**config.mk**
```make
export PLATFORM = sky130hd
export DESIGN_NAME = amba_axi_write_arb
export DESIGN_NICKNAME = d
export VERILOG_FILES = /design/src/rtl/amba_axi_write_arb.sv
export SDC_FILE = /design/constraint.sdc
export NUM_CORES = 1
export LEC_CHECK = 0
export ABC_AREA = 0
export CAP_MARGIN = 40
export CORE_ASPECT_RATIO = 0.75
export CORE_MARGIN = 5
export CORE_UTILIZATION = 41
export CTS_CLUSTER_DIAMETER = 150
export CTS_CLUSTER_SIZE = 30
export DETAILED_ROUTE_END_ITERATION = 10
export PLACE_DENSITY = 0.87
export REMOVE_ABC_BUFFERS = 1
export SYNTH_ARGS = -nofsm -noshare
export SYNTH_HDL_FRONTEND = slang
export SYNTH_SLANG_ARGS = --single-unit
export TNS_END_PERCENT = 50
```
**constraint.sdc**
```tcl
create_clock -name aclk -period 1.98 [get_ports aclk]
set_input_delay 0.297 -clock aclk [delete_from_list [all_inputs] [get_ports aclk]]
set_output_delay 0.297 -clock aclk [all_outputs]
set_load 0.02 [all_outputs]
```
**src/rtl/amba_axi_write_arb.sv**
```systemverilog
// Two-requester round-robin arbiter in front of a single AXI write engine.
// Each grant issues one address/data strobe, then waits for bvalid or a timeout.
module amba_axi_write_arb #(
  parameter int TIMEOUT = 1024
) (
  input  logic        aclk,
  input  logic        areset,
  input  logic        req0_valid,
  input  logic [31:0] req0_addr,
  input  logic [31:0] req0_data,
  output logic        req0_ack,
  output logic [1:0]  req0_resp,
  input  logic        req1_valid,
  input  logic [31:0] req1_addr,
  input  logic [31:0] req1_data,
  output logic        req1_ack,
  output logic [1:0]  req1_resp,
  output logic [31:0] aacaddr,
  output logic [31:0] aacdata,
  output logic        aacaddrvalid,
  output logic        aacdatavalid,
  input  logic        bvalid,
  input  logic [1:0]  bresp,
  output logic        busy,
  output logic        grant,
  output logic [7:0]  err_count,
  output logic        timeout
);

  typedef enum logic [1:0] {IDLE, ISSUE, WAIT_RESP, RESPOND} state_t;

  localparam logic [15:0] WAIT_LAST = 16'(TIMEOUT - 1);

  state_t      state_reg;
  logic        last_served_reg;
  logic [15:0] wait_cnt_reg;
  logic [1:0]  status_reg;

  logic        pick_next;
  logic        done_next;
  logic [1:0]  done_resp_next;

  // On a tie the requester that was not served last wins.
  always_comb begin
    pick_next = req1_valid;
    if (req0_valid && req1_valid) begin
      pick_next = ~last_served_reg;
    end
  end

  // A response arriving on the final wait cycle takes precedence over the timeout.
  always_comb begin
    done_next      = 1'b0;
    done_resp_next = 2'b10;
    if (bvalid) begin
      done_next      = 1'b1;
      done_resp_next = bresp;
    end else if (wait_cnt_reg == WAIT_LAST) begin
      done_next = 1'b1;
    end
  end

  always_ff @(posedge aclk) begin
    if (areset) begin
      state_reg       <= IDLE;
      last_served_reg <= 1'b1;
      wait_cnt_reg    <= 16'd0;
      status_reg      <= 2'b00;
      grant           <= 1'b0;
      busy            <= 1'b0;
      aacaddr         <= 32'd0;
      aacdata         <= 32'd0;
      aacaddrvalid    <= 1'b0;
      aacdatavalid    <= 1'b0;
      req0_ack        <= 1'b0;
      req1_ack        <= 1'b0;
      req0_resp       <= 2'b00;
      req1_resp       <= 2'b00;
      err_count       <= 8'd0;
      timeout         <= 1'b0;
    end else begin
      aacaddrvalid <= 1'b0;
      aacdatavalid <= 1'b0;
      req0_ack     <= 1'b0;
      req1_ack     <= 1'b0;
      req0_resp    <= 2'b00;
      req1_resp    <= 2'b00;

      case (state_reg)
        IDLE: begin
          if (req0_valid || req1_valid) begin
            grant        <= pick_next;
            aacaddr      <= pick_next ? req1_addr : req0_addr;
            aacdata      <= pick_next ? req1_data : req0_data;
            aacaddrvalid <= 1'b1;
            aacdatavalid <= 1'b1;
            busy         <= 1'b1;
            state_reg    <= ISSUE;
          end
        end

        ISSUE: begin
          wait_cnt_reg <= 16'd0;
          state_reg    <= WAIT_RESP;
        end

        WAIT_RESP: begin
          if (done_next) begin
            status_reg <= done_resp_next;
            if (!bvalid) begin
              timeout <= 1'b1;
            end
            if (grant) begin
              req1_ack  <= 1'b1;
              req1_resp <= done_resp_next;
            end else begin
              req0_ack  <= 1'b1;
              req0_resp <= done_resp_next;
            end
            state_reg <= RESPOND;
          end else begin
            wait_cnt_reg <= wait_cnt_reg + 16'd1;
          end
        end

        RESPOND: begin
          last_served_reg <= grant;
          if (status_reg != 2'b00 && err_count != 8'hFF) begin
            err_count <= err_count + 8'd1;
          end
          busy      <= 1'b0;
          state_reg <= IDLE;
        end

        default: state_reg <= IDLE;
      endcase
    end
  end

endmodule
```
==> flow_summary.toml <==
[cts]
root_buffer = "clkbuf_16"
post_cts_resized = 2
worstSkewPairLatency_ns = 0.35
clock-sinks = 103
cts_buffer_depth = 2
cts_tree = "done"
clkTransAtPathRegs_ns = 0.07
cts_hold_buf = 0
cts_inserted_buffers = 9
htreeDepth = 3
cts_setup_buffers = 0

[min_path]
hp-start = "areset"
holdPathEnd = "req1_resp[1]"
min_path_cells = 5
hold_path_class = "in -> reg"

[grt]
gr-total-overflow = 0
grt_pass1_wl_mm = 24.3
gr-usage-all-layers = 0.224
grt_pass1_vias = 4929
grt_start_max_net_pins = 100
antenna_found_initial = 1

[logic_synthesis]
synth_top_area_cell = "dfxtp_1"
ys.flop_type = "dfxtp_1"
synth.area.top_cells = "dfxtp_1 44%, mux2i_1 14%, a211oi_1 10%, nor2_1 7.8%, clkbuf_1 1.9%"
ys_async_sr_fraction = 0
ys_ff_latch = 103
synth_cells = 509
yosysWarningCount = 0
synth_edf_count = 0
yosys.area.top_type_share = 0.444
yosysUniqueCellTypes = 47
synth_most_common_cell = "dfxtp_1"
netlist_area_mm2 = 0.00464
syn-mean-instance-area_um2 = 9.12
netlist_top_cells_count = "103 x dfxtp_1, 96 x nor2_1, 67 x mux2i_1, 64 x a211oi_1, 24 x clkbuf_1"
seq_area_frac_synth = 0.444

[final_layout]
nFillCells = 831
drive_gt1_frac = 0.0753
regArea_mm2 = 0.00206
nets = 866
multi_input_area_mm2 = 0.00242
final_area_mm2 = 0.00742
layout.cells.non_filler = 871
area_growth_pct = 59.8
fin_util = 0.673

[worst_setup_path]
cp-end-kind = "register"
criticalPathCategory = "reg -> reg"
crit_chain = "or4_4, nor3_4, a31oi_1, buf_4, a211o_1, o31ai_1"
cp_slowest_stage_delay_ns = 0.56
r2r_slack_ns = 0.08
crit_required_ns = 2.23
start_kind = "register"
r2r-start = "wait_cnt_reg[15]"
worstPathMaxFanout = 5
crit_arrival_ns = 2.16
worst_r2r_endpoint = "wait_cnt_reg[14]"
crit_path_top_delay_cell = "or4_4"
r2r_cells = 6

[drt]
drt-total-wl_mm = 15.5
maxUsedRoutingLayer = "met4"
vias = 4695
met2_length_mm = 7.66
drc = 0
drtAntennaViolNets = 0
wirelength_met1_mm = 5.89
vias_per_cell = 5.39
dr.pass1.iters = 5
drt_iter0_drc = 364
wl_per_cell_um = 17.8
dr_wl_met3_mm = 1.51

[floorplan]
row_count = 33
start_util = 0.421
dieHeight_um = 102
io_pins = 218
core_mm2 = 0.0110
die-width_um = 133
dieArea_mm2 = 0.0136

[placed_design]
hpwl_mm = 11.8
dp_cells = 854
dpl_cell_area_mm2 = 0.00712
gp_congestion = 0.879
post-place-ws_ns = -0.00113
io_buffers = 217

[power]
power.density_mw_per_mm2 = 1150
p_leak_nw = 2.74
peakVddDrop_v = 0.000759
fin_total_pwr_mw = 8.52

[timing]
hold_violations = 0
period_share = 0.961
fin_crit_ns = 1.90
whs_ns = 0.467
clock.fmax_ghz = 0.526
setup_violations = 0
tightest_slew_ns = 0.450
layout_setup_ws_ns = 0.0775
rsz0062_at_grt = "no"
final_max_slew_viol_count = 0
relSlewSlack = 0.699
finalSetupTns_ns = 0
worst_clock_skew_ns = 0.00815

[outcome]
status = "complete, no violations"

[job]
cap_violations = 0
-- worst max-delay path by stage --
stage / start / to / slack [ns] / cells past startpoint
CTS: wait_cnt_reg[0] / wait_cnt_reg[14] / 0.05 / 5
global placement: req1_valid / aacaddr[25] / 0.09 / 6
global route: wait_cnt_reg[8] / wait_cnt_reg[1] / 0.005 / 6
floorplan: req1_valid / aacaddr[0] / -3.47 / 3
detailed placement: wait_cnt_reg[0] / wait_cnt_reg[3] / -0.001 / 8
finish: wait_cnt_reg[15] / wait_cnt_reg[14] / 0.08 / 6
-- power breakdown --
| group | leakage [nW] | switching [mW] | internal [mW] |
|---|---|---|---|
| Sequential | 0.848 | 0.305 | 2.57 |
| Clock | 0.134 | 0.829 | 0.867 |
| Combinational | 1.76 | 2.11 | 1.83 |
| Total | 2.74 | 3.24 | 5.27 |
-- layout make-up --
cell class              instances  share of cell area
clock inverters                 7             0.00725
clock buffers                   9              0.0304
well taps                     140              0.0236
flip-flops and latches        103               0.278
inverters                       9             0.00455
diodes                          1            0.000337
multi-input cells             360               0.326
repair buffers                242               0.329
-- layer usage --
layer,GRT usage,vias up
met4,0.0927,0
met1,0.252,2182
met3,0.0960,42
met5,0,-
li1,-,2268
met2,0.378,203
-- critical path, delay by kind of cell (launching register included) --
family	cells	cell delay, ns
AND/OR/NAND/NOR	2	0.80
flip-flops	1	0.35
buffers and inverters	1	0.18
AO/OA/AOI/OAI	3	0.49
-- logic make-up (layout without fill, tap and decap cells) --
group | count (synthesis) | count (layout) | synth area share
muxes | 67 | 67 | 0.144
xor gates and xnor gates | 7 | 7 | 0.0132
buffers and inverters | 46 | 267 | 0.0410
AOI/OAI and AO/OA | 117 | 117 | 0.177
DFF | 103 | 103 | 0.444
other | 0 | 1 | 0
and+or+nand+nor | 163 | 163 | 0.165
adders and majority gates | 6 | 6 | 0.0162
-- cells in the final DEF (no fill, tap or decap), drive strengths merged, types with 8 or more instances in the layout --
master,n
a211oi,64
a21oi,11
buf,26
clkbuf,9
clkdlybuf4s50,216
dfxtp,103
inv,12
mux2i,67
nand2,14
nand3,8
nand4,8
nor2,96
nor3,8
o21ai,14
No activity file was read; power rests on OpenSTA's default activity.
